[src/rtl/memory_access.sv]
// Memory-access pipeline stage: issues loads/stores on the data-memory bus,
// detects misalignment/bus faults/timeouts and registers the result for writeback.
package StaticPack;
  typedef enum logic [3:0] {
    NONE             = 4'd0,
    ILLEGAL_CODE     = 4'd2,
    LOAD_MIS_CODE    = 4'd4,
    LOAD_FAULT_CODE  = 4'd5,
    STORE_MIS_CODE   = 4'd6,
    STORE_FAULT_CODE = 4'd7
  } trapType_;

  typedef enum logic [1:0] {WB_NONE, WB_ALU, WB_MEM, WB_PC4} writebackType_;
  typedef enum logic [1:0] {MEM_BYTE, MEM_HALF, MEM_WORD} memorySize_;

  typedef struct packed {
    logic          valid;
    logic [31:0]   programCounter;
    logic [31:0]   programCounterPlus4;
    logic [31:0]   result;
    logic [31:0]   storeData;
    logic [4:0]    destinationRegister;
    writebackType_ writebackType;
    logic          memoryReadEnable;
    logic          memoryWriteEnable;
    memorySize_    memorySize;
    logic          memorySigned;
    trapType_      trapType;
    logic [11:0]   destinationCSR;
    logic [31:0]   oldCSRValue;
    logic [1:0]    CSROp;
    logic          CSRWriteIntent;
  } executeMemoryPayload_;

  typedef struct packed {
    logic          valid;
    logic [31:0]   programCounter;
    logic [31:0]   programCounterPlus4;
    logic [31:0]   result;
    logic [4:0]    destinationRegister;
    writebackType_ writebackType;
    trapType_      trapType;
    logic [31:0]   faultingAddress;
    logic [11:0]   destinationCSR;
    logic [31:0]   oldCSRValue;
    logic [1:0]    CSROp;
    logic          CSRWriteIntent;
  } memoryWritebackPayload_;

  typedef struct packed {
    logic stall;
    logic flush;
  } control;
endpackage

module memory_access import StaticPack::*; #(
  parameter int unsigned TIMEOUT_CYCLES = 64
) (
  input  logic                   clock,
  input  logic                   reset,
  input  executeMemoryPayload_   executeMemoryPayload,
  input  control                 memoryWritebackControl,
  output memoryWritebackPayload_ memoryWritebackPayload,
  output logic                   memStall,
  output logic                   dmemReqValid,
  input  logic                   dmemReqReady,
  output logic                   dmemWrite,
  output logic [31:0]            dmemAddr,
  output logic [31:0]            dmemWriteData,
  output logic [3:0]             dmemByteEnable,
  input  logic                   dmemRspValid,
  input  logic [31:0]            dmemRspData,
  input  logic                   dmemRspError
);
  typedef enum logic [1:0] {IDLE, WAIT, DRAIN} state_t;

  executeMemoryPayload_   p;
  memoryWritebackPayload_ wb_q, wb_d, wb_next;
  state_t      state_q, state_d;
  logic [31:0] cnt_q, cnt_d;
  logic        pend_q, pend_d;
  logic        held_q, held_d, held_err_q, held_err_d, held_to_q, held_to_d;
  logic [31:0] held_data_q, held_data_d;

  logic        stall, flush, is_mem, misaligned, access, is_store, timeout_hit;
  logic [1:0]  off;
  logic        req, stall_o, got, got_err, got_to;
  logic [31:0] got_data, shifted, load_val;

  assign p           = executeMemoryPayload;
  assign stall       = memoryWritebackControl.stall;
  assign flush       = memoryWritebackControl.flush;
  assign off         = p.result[1:0];
  assign is_store    = p.memoryWriteEnable;
  assign is_mem      = p.valid && (p.trapType == NONE) && (p.memoryReadEnable || p.memoryWriteEnable);
  assign misaligned  = ((p.memorySize == MEM_HALF) && off[0]) ||
                       ((p.memorySize == MEM_WORD) && (off != 2'b00));
  assign access      = is_mem && !misaligned;
  // Fires in the WAIT cycle whose increment would reach TIMEOUT_CYCLES.
  assign timeout_hit = (TIMEOUT_CYCLES != 0) && ((cnt_q + 32'd1) >= TIMEOUT_CYCLES);

  assign dmemAddr  = {p.result[31:2], 2'b00};
  assign dmemWrite = is_store;

  always_comb begin
    dmemByteEnable = 4'b1111;
    dmemWriteData  = '0;
    if (is_store) begin
      unique case (p.memorySize)
        MEM_BYTE: begin
          dmemByteEnable = 4'b0001 << off;
          dmemWriteData  = {4{p.storeData[7:0]}};
        end
        MEM_HALF: begin
          dmemByteEnable = 4'b0011 << off;
          dmemWriteData  = {2{p.storeData[15:0]}};
        end
        default: dmemWriteData = p.storeData;
      endcase
    end
  end

  // A response that lands while writeback is stalled is parked in held_*
  // so the instruction completes exactly once when the stall drops.
  always_comb begin
    state_d     = state_q;
    cnt_d       = cnt_q;
    pend_d      = 1'b0;
    held_d      = held_q;
    held_data_d = held_data_q;
    held_err_d  = held_err_q;
    held_to_d   = held_to_q;
    req         = 1'b0;
    stall_o     = 1'b0;
    got         = 1'b0;
    got_err     = 1'b0;
    got_to      = 1'b0;
    got_data    = held_data_q;
    unique case (state_q)
      IDLE: begin
        if (access && !flush && (!stall || pend_q)) begin
          req     = 1'b1;
          stall_o = 1'b1;
          if (dmemReqReady) begin
            state_d = WAIT;
            cnt_d   = '0;
          end else begin
            pend_d = 1'b1;
          end
        end
      end
      WAIT: begin
        if (held_q) begin
          got     = 1'b1;
          got_err = held_err_q;
          got_to  = held_to_q;
        end else if (dmemRspValid) begin
          got      = 1'b1;
          got_err  = dmemRspError;
          got_data = dmemRspData;
        end else if (timeout_hit) begin
          got     = 1'b1;
          got_err = 1'b1;
          got_to  = 1'b1;
        end else begin
          cnt_d = cnt_q + 32'd1;
        end
        stall_o = !got && !flush;
        if (flush) begin
          held_d  = 1'b0;
          cnt_d   = '0;
          state_d = (got && !got_to) ? IDLE : DRAIN;
        end else if (got && stall) begin
          held_d      = 1'b1;
          held_data_d = got_data;
          held_err_d  = got_err;
          held_to_d   = got_to;
        end else if (got) begin
          held_d  = 1'b0;
          cnt_d   = '0;
          state_d = got_to ? DRAIN : IDLE;
        end
      end
      DRAIN: begin
        stall_o = access && !flush;
        if (dmemRspValid || timeout_hit) state_d = IDLE;
        else                             cnt_d   = cnt_q + 32'd1;
      end
      default: state_d = IDLE;
    endcase
  end

  assign memStall     = stall_o && !reset;
  assign dmemReqValid = req && !reset;

  always_comb begin
    shifted = got_data >> {off, 3'b000};
    unique case (p.memorySize)
      MEM_BYTE: load_val = {{24{p.memorySigned & shifted[7]}}, shifted[7:0]};
      MEM_HALF: load_val = {{16{p.memorySigned & shifted[15]}}, shifted[15:0]};
      default:  load_val = got_data;
    endcase
  end

  always_comb begin
    wb_next                     = '0;
    wb_next.valid               = p.valid;
    wb_next.programCounter      = p.programCounter;
    wb_next.programCounterPlus4 = p.programCounterPlus4;
    wb_next.result              = p.result;
    wb_next.destinationRegister = p.destinationRegister;
    wb_next.writebackType       = p.writebackType;
    wb_next.trapType            = p.trapType;
    wb_next.destinationCSR      = p.destinationCSR;
    wb_next.oldCSRValue         = p.oldCSRValue;
    wb_next.CSROp               = p.CSROp;
    wb_next.CSRWriteIntent      = p.CSRWriteIntent;
    if (is_mem && misaligned) begin
      wb_next.trapType        = is_store ? STORE_MIS_CODE : LOAD_MIS_CODE;
      wb_next.faultingAddress = p.result;
      wb_next.writebackType   = WB_NONE;
    end else if (got && got_err) begin
      wb_next.trapType        = is_store ? STORE_FAULT_CODE : LOAD_FAULT_CODE;
      wb_next.faultingAddress = p.result;
      wb_next.writebackType   = WB_NONE;
    end else if (got && !is_store) begin
      wb_next.result = load_val;
    end
  end

  always_comb begin
    wb_d = wb_q;
    if (flush) begin
      wb_d.valid = 1'b0;
    end else if (!stall) begin
      if (stall_o) wb_d.valid = 1'b0;
      else         wb_d       = wb_next;
    end
  end

  assign memoryWritebackPayload = wb_q;

  always_ff @(posedge clock) begin
    if (reset) begin
      state_q     <= IDLE;
      cnt_q       <= '0;
      pend_q      <= 1'b0;
      held_q      <= 1'b0;
      held_data_q <= '0;
      held_err_q  <= 1'b0;
      held_to_q   <= 1'b0;
      wb_q        <= '0;
    end else begin
      state_q     <= state_d;
      cnt_q       <= cnt_d;
      pend_q      <= pend_d;
      held_q      <= held_d;
      held_data_q <= held_data_d;
      held_err_q  <= held_err_d;
      held_to_q   <= held_to_d;
      wb_q        <= wb_d;
    end
  end
endmodule
[config.mk]
export PLATFORM = sky130hd
export DESIGN_NAME = memory_access
export DESIGN_NICKNAME = d
export VERILOG_FILES = /design/src/rtl/memory_access.sv
export SDC_FILE = /design/constraint.sdc
export NUM_CORES = 1
export LEC_CHECK = 0
export CORE_AREA = 4 4 189 191
export CTS_BUF_LIST = sky130_fd_sc_hd__clkbuf_2 sky130_fd_sc_hd__clkbuf_4 sky130_fd_sc_hd__clkbuf_8
export CTS_CLUSTER_SIZE = 20
export DETAILED_ROUTE_END_ITERATION = 8
export DIE_AREA = 0 0 193 195
export HOLD_SLACK_MARGIN = 0.06
export PLACE_DENSITY = 0.68
export SETUP_SLACK_MARGIN = 0.2
export SLEW_MARGIN = 20
export SYNTH_ARGS = -nofsm -noshare
export SYNTH_HDL_FRONTEND = slang
export SYNTH_SLANG_ARGS = --single-unit
[constraint.sdc]
create_clock -name clock -period 7.6 [get_ports clock]
set_clock_uncertainty 0.15 [all_clocks]
set_input_delay 1.14 -clock clock [delete_from_list [all_inputs] [get_ports clock]]
set_output_delay 1.14 -clock clock [all_outputs]
set_load 0.1 [all_outputs]
* After elaboration in Yosys (flattened, before gate mapping)
Cells that the tools add are included.
** Word-level totals
- Bits in registers :: 257
- Latch bits :: 0
- Bits in writable memories :: 0
- Bits in read-only memories :: 0
- Word-level logic and storage cells :: 133
- Memories kept :: 0
** Operators by class
- $add $sub $neg :: 1
- Multipliers :: 0
- Div/mod/pow operators :: 0
- Magnitude comparators :: 1
- Equal/unequal tests :: 10
- Shift operators :: 3
- Multiplexer cells :: 53
- Bitwise operators :: 7
- Reductions and logical operators :: 39
** Operators by type and width (count)
- 32-bit two-way mux :: 16
- 32-bit case mux with 2 select lines :: 2
- 32-bit case mux with 3 select lines :: 1
- 38-bit two-way mux :: 2
- 32-bit by 1-bit adder with 32-bit output (second input constant) :: 1
- 32-bit by 7-bit greater-or-equal comparator with 1-bit output (second input constant) :: 1
- 32-bit by 5-bit >> shifter with 16-bit output :: 1
- 2-bit two-way mux :: 10
- 1-bit two-way mux :: 18
- 1-bit logical AND :: 15
- 2-bit inequality test (second input constant) :: 4
- 4-bit case mux with 2 select lines :: 1
- 1-bit logical NOT :: 7
- 3-bit inequality test (second input constant) :: 2
- 2-bit case mux with 3 select lines :: 1
- 3-bit AND reduction :: 2
- 3-bit nonzero test :: 2
- 1-bit NOT :: 5
- 5-bit AND reduction :: 1
- 2-bit by 1-bit == test with 1-bit output (second input constant) :: 2
- 2-bit == test (second input constant) :: 2
- 2-bit logical NOT :: 2
- 4-bit logical NOT :: 1
- 1-bit logical OR :: 4
- 10 further kinds :: 11

* Longest topological paths before layout
Gate-level depths: netlist of run 1.
- Depth in word-level cells :: 11
- Gate-level depth with buffers :: 15
- Depth with buffers taken out :: 11

* Least setup slack after synthesis of run 1
No wires, ideal clock.
- Path kind :: input to output
- From :: in executeMemoryPayload[52] in the netlist's numbering
- To :: out dmemWriteData[10]
- Arrival time :: 4.129 ns
- Data required time :: 6.310 ns
- Slack :: 2.181 ns
- Cell stages on the path :: 4
- Path buffers :: 2
- Path through :: buf_1 clkbuf_1 o21ai_0 a21boi_0
** On the way
- Longest elaborated chain between the ends :: 3
- Elaborated cells between the ends (all ways) :: 4
- Classes of those cells :: eq/ne: 1; mux: 2; reduce/logical: 1
** Ends and longest elaborated chain
- start: declaration :: line 61 : input executeMemoryPayload_ executeMemoryPayload,
- 2-bit by 1-bit == test with 1-bit output or 2-bit logical NOT (tied branches) :: line 109 : unique case (p.memorySize)
- 32-bit case mux with 2 select lines * :: line 109
- 32-bit two-way mux * :: line 108 : if (is_store) begin
- end: declaration :: line 69 : output logic [31:0] dmemWriteData,
Mark *: on every way between the ends. The rest lies on a longest branch, timed or not.

* Final worst setup path of run 1
- From :: in executeMemoryPayload[52] in the netlist's numbering
- To :: out dmemReqValid
** On the way
- Longest elaborated chain between the ends :: 10
- Elaborated cells between the ends (all ways) :: 12
- Classes of those cells :: eq/ne: 2; mux: 2; reduce/logical: 8
** Ends and longest elaborated chain
- 2-bit by 1-bit == test with 1-bit output or 2-bit == test (tied branches) :: line 96, 97
- 1-bit logical AND, on equally long branches :: line 96, 97
- 1-bit logical OR * :: line 96 : assign misaligned = ((p.memorySize == MEM_HALF) && off[0]) ||
- 1-bit logical NOT * :: line 98 : assign access = is_mem && !misaligned;
- 1-bit logical AND * :: line 98
- 1-bit logical AND * (2 in series) :: line 141 : if (access && !flush && (!stall || pend_q)) begin
- 1-bit two-way mux * :: line 141
- 1-bit two-way mux * :: line 139 : unique case (state_q)
- 1-bit logical AND * :: line 194 : assign dmemReqValid = req && !reset;
- end: declaration :: line 65 : output logic dmemReqValid,
Marked as above.

==> metrics.md, run 1 <==
| Metric | Value |
|---|---|
| DR iter-0 viols | `between 700 and 800` |
| FF-to-FF End | `memoryWritebackPayload[147]` |
| CP Max Fanout | `22` |
| Setup crit start kind | `primary input` |
| Area grow syn2layout | `48.0%` |
| Max rail drop VDD | `0.000146 V` |
| Cell Pwr Density | `roughly 210 nW/um^2` |
| Req. time, crit path | `~6.3 ns` |
| Routed Wire Length | `between 40000 and 50000 microns` |
| Die Span Y | `a little under 200 microns` |
| Post-synth EDFFs | `0` |
| CTS resizes | `0` |
| Final Critical Period | `between 5 and 6 ns` |
| Gate count of the mapped netlist | `approximately 1500` |
| Clk Latency, worst-skew pair | `between 0.5 and 0.6 ns` |
| R2r worst-path depth | `11` |
| Fin. max-slew vios | `0` |
| Setup Fix Bufs, Post-CTS | `0` |
| CTS tree | `built` |
| DP HPWL | `between 30000 and 40000 microns` |
| Yosys top cell by area | `dfxtp_1` |
| Compound-Gate Fraction of Synth Area | `0.190` |
| Final ANT Viol Nets | `0` |
| Share of the synthesized area in the top cell type | `0.427` |
| Die Width | `just under 200 microns` |
| TritonCTS buffer count | `between 40 and 50` |
| WL met1 | `between 15000 and 20000 microns` |
| Root Buffer | `clkbuf_8` |
| MaxCap Viol Count | `0` |
| Reg-to-reg startpoint | `cnt_q[0]` |
| Vias | `between 10000 and 15000` |
| Top post-synthesis cells by area | `dfxtp_1, nand2_1, a21oi_1, mux2i_1, buf_4` |
| Nets | `2176` |
| Reg2Reg Setup Slack | `between 2 and 2.5 ns` |
| Worst slew pin tran | `approximately 1.1 ns` |
| Worst min path class | `flip-flop to flip-flop` |
| Most frequent cells in the layout | `clkdlybuf4s50_1, nand2_1, dfxtp_1` |
| Ys async rst share | `0` |
| Register area share after synthesis | `0.427` |
| Initial antenna violation count | `2` |
| Flops & latches, synth | `~260` |
| CP endpoint kind | `primary output` |
| Vias in the first global route | `roughly 12000` |
| Clk slew on worst S/H paths | `approximately 0.060 ns` |
| Drt first pass iters | `5` |
| # setup viols final | `0` |
| Hold Path Depth | `2` |
| Clk buf depth | `3` |
| Met2 wire length | `22600 microns` |
| Hold Worst Slack | `about 0.30 ns` |
| Synth Area in Adders | `0.00623` |
| I/O pin count | `~490` |
| Largest net degree at the start of global routing | `97` |
| # rows | `slightly below 70` |
| Hold Startpoint | `memoryWritebackPayload[72]` |
| Post-synthesis cell area | `roughly 12000 sq um` |
| DRC | `0` |
| Final TNS setup | `0 ns` |
| Leak Pwr | `~6.5 nW` |
| Die ar. | `between 30000 and 40000 sq um` |
| Synth warn | `0` |
| CTS sink cnt | `about 260` |
| Met3 Wirelength | `3510 microns` |
| Final GP Congestion | `0.914` |
| Core area | `approximately 34000 sq um` |
| Initial core utilization | `0.353` |
| Highest metal used | `met4` |
| Status | `finished, final reports clean` |
| Slew HR | `0.234` |
| Simple-gate share of the synthesized area | `0.243` |
| Crit path kind | `primary input to primary output` |
| Proportion of layout cells with a drive suffix above 1 | `0.0669` |
| Gr ovfl total | `0` |
| Unique cell type count in the Yosys netlist | `72` |
| CTS H-tree lvls | `2` |
| Placed insts | `2346` |
| Vias/cell | `between 5 and 6` |
| Final std cells w/o fill | `2431` |
| Peak Freq | `approximately 170 MHz` |
| Synth Area in XOR/XNOR | `0.00727` |
| All-Layer GR Usage | `0.228` |
| Fin crit share | `0.755` |
| DR WL/cell | `roughly 19 microns` |
| Largest family of logic cells by synthesized area | `simple AND/OR/NAND/NOR gates` |
| IO buf count | `486` |
| Ys flop type | `dfxtp_1` |
| Hold buffer count at CTS | `0` |
| Commonest non-fill, non-tap cell in the layout | `clkdlybuf4s50_1` |
| Multiplexer share of the synthesized area | `0.0533` |
| Final hold violation count | `0` |
| Layout filler cell count | `~3200` |
| CP arrival | `4.45 ns` |
| Post-Syn Area per Cell | `a little under 8 sq um` |
| Hold endpoint | `memoryWritebackPayload[72]` |
| First-pass GRT wire length | `roughly 70000 microns` |
| RSZ-0062 raised after global routing | `no` |
[report_power, final]
group / switching [mW] / internal (mW)
combinational: 0.629 / 0.248
sequential: 0.0198 / 1.39
clock: 0.583 / 0.867
[synthesized netlist by cell type, types with 8 or more instances]
cell type and number:
dfxtp_1 257, buf_2 19, nor2b_1 12, nand2b_1 8, buf_4 51, a211oi_1 12
buf_1 9, o221ai_1 16, clkbuf_1 71, o211ai_1 16, inv_1 14, a21oi_1 218
nor2_1 57, nand3_1 53, a21boi_0 8, and2_1 34, nor4_1 10, nor3_1 31
o211a_1 8, nand4_1 10, a221oi_1 15, nand2_1 418, mux2i_1 54, o21ai_0 30
[sequential cells by signal (all words and copies together), names as in the netlist]
register                count
cnt_q                      32
state_q                     2
held_err_q                  1
held_data_q                32
memoryWritebackPayload    187
held_q                      1
pend_q                      1
held_to_q                   1
[worst max-delay path, cell delays in order]
cell,delay [ns]
clkdlybuf4s50_1,1.09
nor2b_1,0.75
o21ai_0,0.17
nand3_1,0.20
nor3_1,0.08
clkdlybuf4s50_1,1.00
[layout make-up]
class | instances | area (sq um) | area share
multi-input cells | 1117 | 6040 | 0.339
flip-flops and latches | 257 | 5140 | 0.288
repair buffers | 501 | 4970 | 0.279
clock buffers | 75 | 920 | 0.0516
well taps | 455 | 569 | 0.0319
clock inverters | 8 | 124 | 0.00694
inverters | 16 | 60.1 | 0.00337
diodes | 2 | 5.00 | 0.000281
[through the flow]
step	area [sq um]	power [mW]	utilization	worst slack, ns
final	17800	3.73	0.523	1.86
after global placement	16800	2.31	0.492	1.95
after global routing	17800	3.88	0.523	1.72
after floorplan	12100	2.03	-	2.18
after detailed placement	16800	2.31	0.492	1.97
after CTS	17800	3.78	0.523	1.96
[routing by layer]
metal | up-vias | track usage
li1 | 6102 | -
met1 | 5781 | 0.285
met2 | 466 | 0.387
met3 | 81 | 0.0543
met4 | 0 | 0.0763
met5 | - | 0
[how the worst max path moves through the flow]
stage | start | endpoint | slack [ns]
CTS | executeMemoryPayload[52] | dmemReqValid | 1.96
global placement | executeMemoryPayload[52] | dmemReqValid | 1.95
floorplan | executeMemoryPayload[52] | dmemWriteData[10] | 2.18
finish | executeMemoryPayload[52] | dmemReqValid | 1.86
detailed placement | executeMemoryPayload[52] | dmemReqValid | 1.97
global route | executeMemoryPayload[52] | dmemReqValid | 1.72
[cell families after synthesis]
logic type | count (synthesis)
fa+ha+maj | 6
simple gates | 664
other cells | 1
compound gates | 373
mux | 62
buf+inv | 170
flops | 257
xor+xnor | 10
No activity file was read; power rests on OpenSTA's default activity.
==> run 2, diff against run 1 <==
--- a/config.mk
+++ b/config.mk
@@ -5,13 +5,13 @@
 export SDC_FILE = /design/constraint.sdc
 export NUM_CORES = 1
 export LEC_CHECK = 0
-export CORE_AREA = 4 4 189 191
+export CORE_AREA = 4 4 187 189
 export CTS_BUF_LIST = sky130_fd_sc_hd__clkbuf_2 sky130_fd_sc_hd__clkbuf_4 sky130_fd_sc_hd__clkbuf_8
 export CTS_CLUSTER_SIZE = 20
 export DETAILED_ROUTE_END_ITERATION = 8
-export DIE_AREA = 0 0 193 195
+export DIE_AREA = 0 0 191 193
 export HOLD_SLACK_MARGIN = 0.06
-export PLACE_DENSITY = 0.68
+export PLACE_DENSITY = 0.72
 export SETUP_SLACK_MARGIN = 0.2
 export SLEW_MARGIN = 20
 export SYNTH_ARGS = -nofsm -noshare
==> constraint.sdc (replaced) <==
create_clock -name clock -period 4.9 [get_ports clock]
set_clock_uncertainty 0.15 [all_clocks]
set_input_delay 0.735 -clock clock [delete_from_list [all_inputs] [get_ports clock]]
set_output_delay 0.735 -clock clock [all_outputs]
set_load 0.1 [all_outputs]
==> metrics.md, run 2 (synthesis gave the netlist of run 1 again) <==
| Metric | Value |
|---|---|
| Setup crit start kind | `flip-flop` |
| CP arrival | `3.63 ns (-0.82 ns)` |
| IO buf count | `486 (unchanged)` |
| Drt first pass iters | `6 (+1)` |
| DP HPWL | `33800 microns (+1.3%)` |
| Multi-input gate area | `6080 sq um (+0.54%)` |
| Worst setup path startpoint | `cnt_q[11]` |
| Setup ws final | `0.388 ns (-1.48 ns)` |
| Worst slew pin tran | `1.12 ns (-0.0289 ns)` |
| Fin. max-slew vios | `0 (unchanged)` |
| Crit-path cells | `nand4_2 > or2_1 > o32a_1 > a211o_1 > or4_4 > nor3_1 > o21bai_1 > nor2_1 > buf_12` |
| Die Width | `191 microns (-1.0%)` |
| Seq. cell area | `5150 sq um (about the same)` |
| Vias in the first global route | `12100 (+2.2%)` |
| FF-to-FF End | `memoryWritebackPayload[102]` |
| Die ar. | `36900 sq um (-2.1%)` |
| Layout filler cell count | `3089 (-4.3%)` |
| Endpoint of the worst setup timing path | `memStall` |
| RSZ-0062 raised after global routing | `no` |
| Final GP Congestion | `0.921 (+0.76%)` |
| Worst min path class | `flip-flop to flip-flop` |
| DR iter-0 viols | `899 (+15%)` |
| Status | `finished, final reports clean` |
| TritonCTS buffer count | `46 (unchanged)` |
| Crit path max-delay family | `simple AND/OR/NAND/NOR gates` |
| Slowest cell on the critical path | `or4_4` |
| Max rail drop VDD | `0.000253 V (+73%)` |
| Routed Wire Length | `47000 microns (+2.6%)` |
| Root Buffer | `clkbuf_8` |
| Area grow syn2layout | `49.6%` |
| Most frequent cells in the layout | `clkdlybuf4s50_1, nand2_1, dfxtp_1` |
| Reg-to-reg startpoint | `cnt_q[8]` |
| First-pass GRT wire length | `68800 microns (+0.25%)` |
| # rows | `67 (-1.5%)` |
| CP Max Fanout | `8 (-64%)` |
| Initial core utilization | `0.362 (+0.00888)` |
| Nets | `2185 (+0.41%)` |
| R2r worst-path depth | `11 (unchanged)` |
| CTS sink cnt | `257 (unchanged)` |
| Req. time, crit path | `4.01 ns (-2.30 ns)` |
| Crit. path cell count | `9 (+3)` |
| CTS tree | `built` |
| DRC | `0 (unchanged)` |
| CP max stage delay | `0.48 ns (-0.61 ns)` |
| MaxCap Viol Count | `0 (unchanged)` |
| Initial antenna violation count | `0 (-2)` |
| Reg2Reg Setup Slack | `0.88 ns (-1.43 ns)` |
| Final hold violation count | `0 (unchanged)` |
| I/O pin count | `489 (unchanged)` |
| Fin crit share | `0.921` |
| All-Layer GR Usage | `0.235 (+0.00628)` |
| DR WL/cell | `19.4 microns (+2.9%)` |
| Commonest non-fill, non-tap cell in the layout | `clkdlybuf4s50_1` |
| Leak Pwr | `6.69 nW (+2.3%)` |
| Final ANT Viol Nets | `0 (unchanged)` |
| Largest net degree at the start of global routing | `189 (+95%)` |
| Peak Freq | `around 220 MHz` |
| Cell Pwr Density | `315 nW/um^2 (+50%)` |
| Final Critical Period | `4.51 ns` |
| Ant diodes | `0 (-2)` |
| Vias | `12700 (+2.4%)` |
| CP Buf/Inv Count | `1 (-1)` |
| Pre-CTS setup slack | `0.524 ns (-1.44 ns)` |
| Largest register FFs | `187 (unchanged)` |
| # setup viols final | `0 (unchanged)` |
| Vias/cell | `5.25 (+2.6%)` |
| Clk slew on worst S/H paths | `0.06 ns (about the same)` |
| Crit path kind | `flip-flop to primary output` |
| Slew HR | `0.253 (+0.0193)` |
| Final TNS setup | `0 ns (unchanged)` |
| Clk Latency, worst-skew pair | `0.56 ns (about the same)` |
| Core area | `33300 sq um (-2.5%)` |
| CP endpoint kind | `primary output` |
| Die Span Y | `193 microns (-1.0%)` |
| Clk buf depth | `3 (unchanged)` |
| Gr ovfl total | `0 (unchanged)` |
| CTS H-tree lvls | `2 (unchanged)` |
| Proportion of layout cells with a drive suffix above 1 | `0.0880 (+0.0211)` |
## run 2: routing by layer
layer | vias up | track usage | share of wire
li1 | 6098 | - | -
met5 | - | 0 | 0
met3 | 83 | 0.0601 | 0.090
met1 | 5957 | 0.289 | 0.39
met2 | 590 | 0.402 | 0.49
met4 | 0 | 0.0804 | 0.029
## run 2: layout make-up
type / count / area share
clock buffer: 67 / 0.0463
clock inverter: 11 / 0.00597
inverter: 16 / 0.00333
multi-input combinational: 1117 / 0.337
sequential: 257 / 0.286
tap: 448 / 0.0311
timing repair buffer: 510 / 0.290
## run 2: worst min path at each step
stage / startpoint / endpoint / slack (ns) / depth (start not counted)
after floorplan: held_data_q[10] / held_data_q[10] / 0.28 / 2
after global placement: memoryWritebackPayload[54] / memoryWritebackPayload[54] / 0.29 / 2
after detailed placement: memoryWritebackPayload[75] / memoryWritebackPayload[75] / 0.29 / 2
after CTS: memoryWritebackPayload[75] / memoryWritebackPayload[75] / 0.30 / 2
after global routing: held_data_q[27] / held_data_q[27] / 0.32 / 2
final: memoryWritebackPayload[75] / memoryWritebackPayload[75] / 0.30 / 2
## run 2: tightest hold or removal path: cells and delay by family, from the launching register on
family | cells | cell delay [ns]
AOI/OAI and AO/OA | 1 | 0.05
DFF | 1 | 0.30
and+or+nand+nor | 1 | 0.05
## run 2: metrics by stage
stage | total power, mW | hold slack [ns] | instance area, sq um | instances | utilization
CTS | 5.74 | 0.300 | 18000 | 2423 | 0.540
global route | 5.88 | 0.316 | 18000 | 2426 | 0.542
finish | 5.68 | 0.300 | 18000 | 2426 | 0.542
global placement | 3.62 | 0.288 | 17000 | 2344 | 0.511
detailed placement | 3.62 | 0.294 | 17000 | 2344 | 0.511
floorplan | 3.15 | 0.283 | 12100 | 1544 | -
## run 2: timing repair
item                                    4_1_cts  5_1_grt
setup buffers                                 1        3
resized for setup                             1        7
pin swaps                                     1        1
hold buffers                                  0        0
endpoints found under the setup margin        1        1
## run 2: power by group
group | total (mW) | leakage [nW] | internal, mW | switching, mW
clock | 2.10 | 0.505 | 1.19 | 0.905
sequential | 2.18 | 2.09 | 2.15 | 0.0320
combinational | 1.39 | 4.09 | 0.408 | 0.987
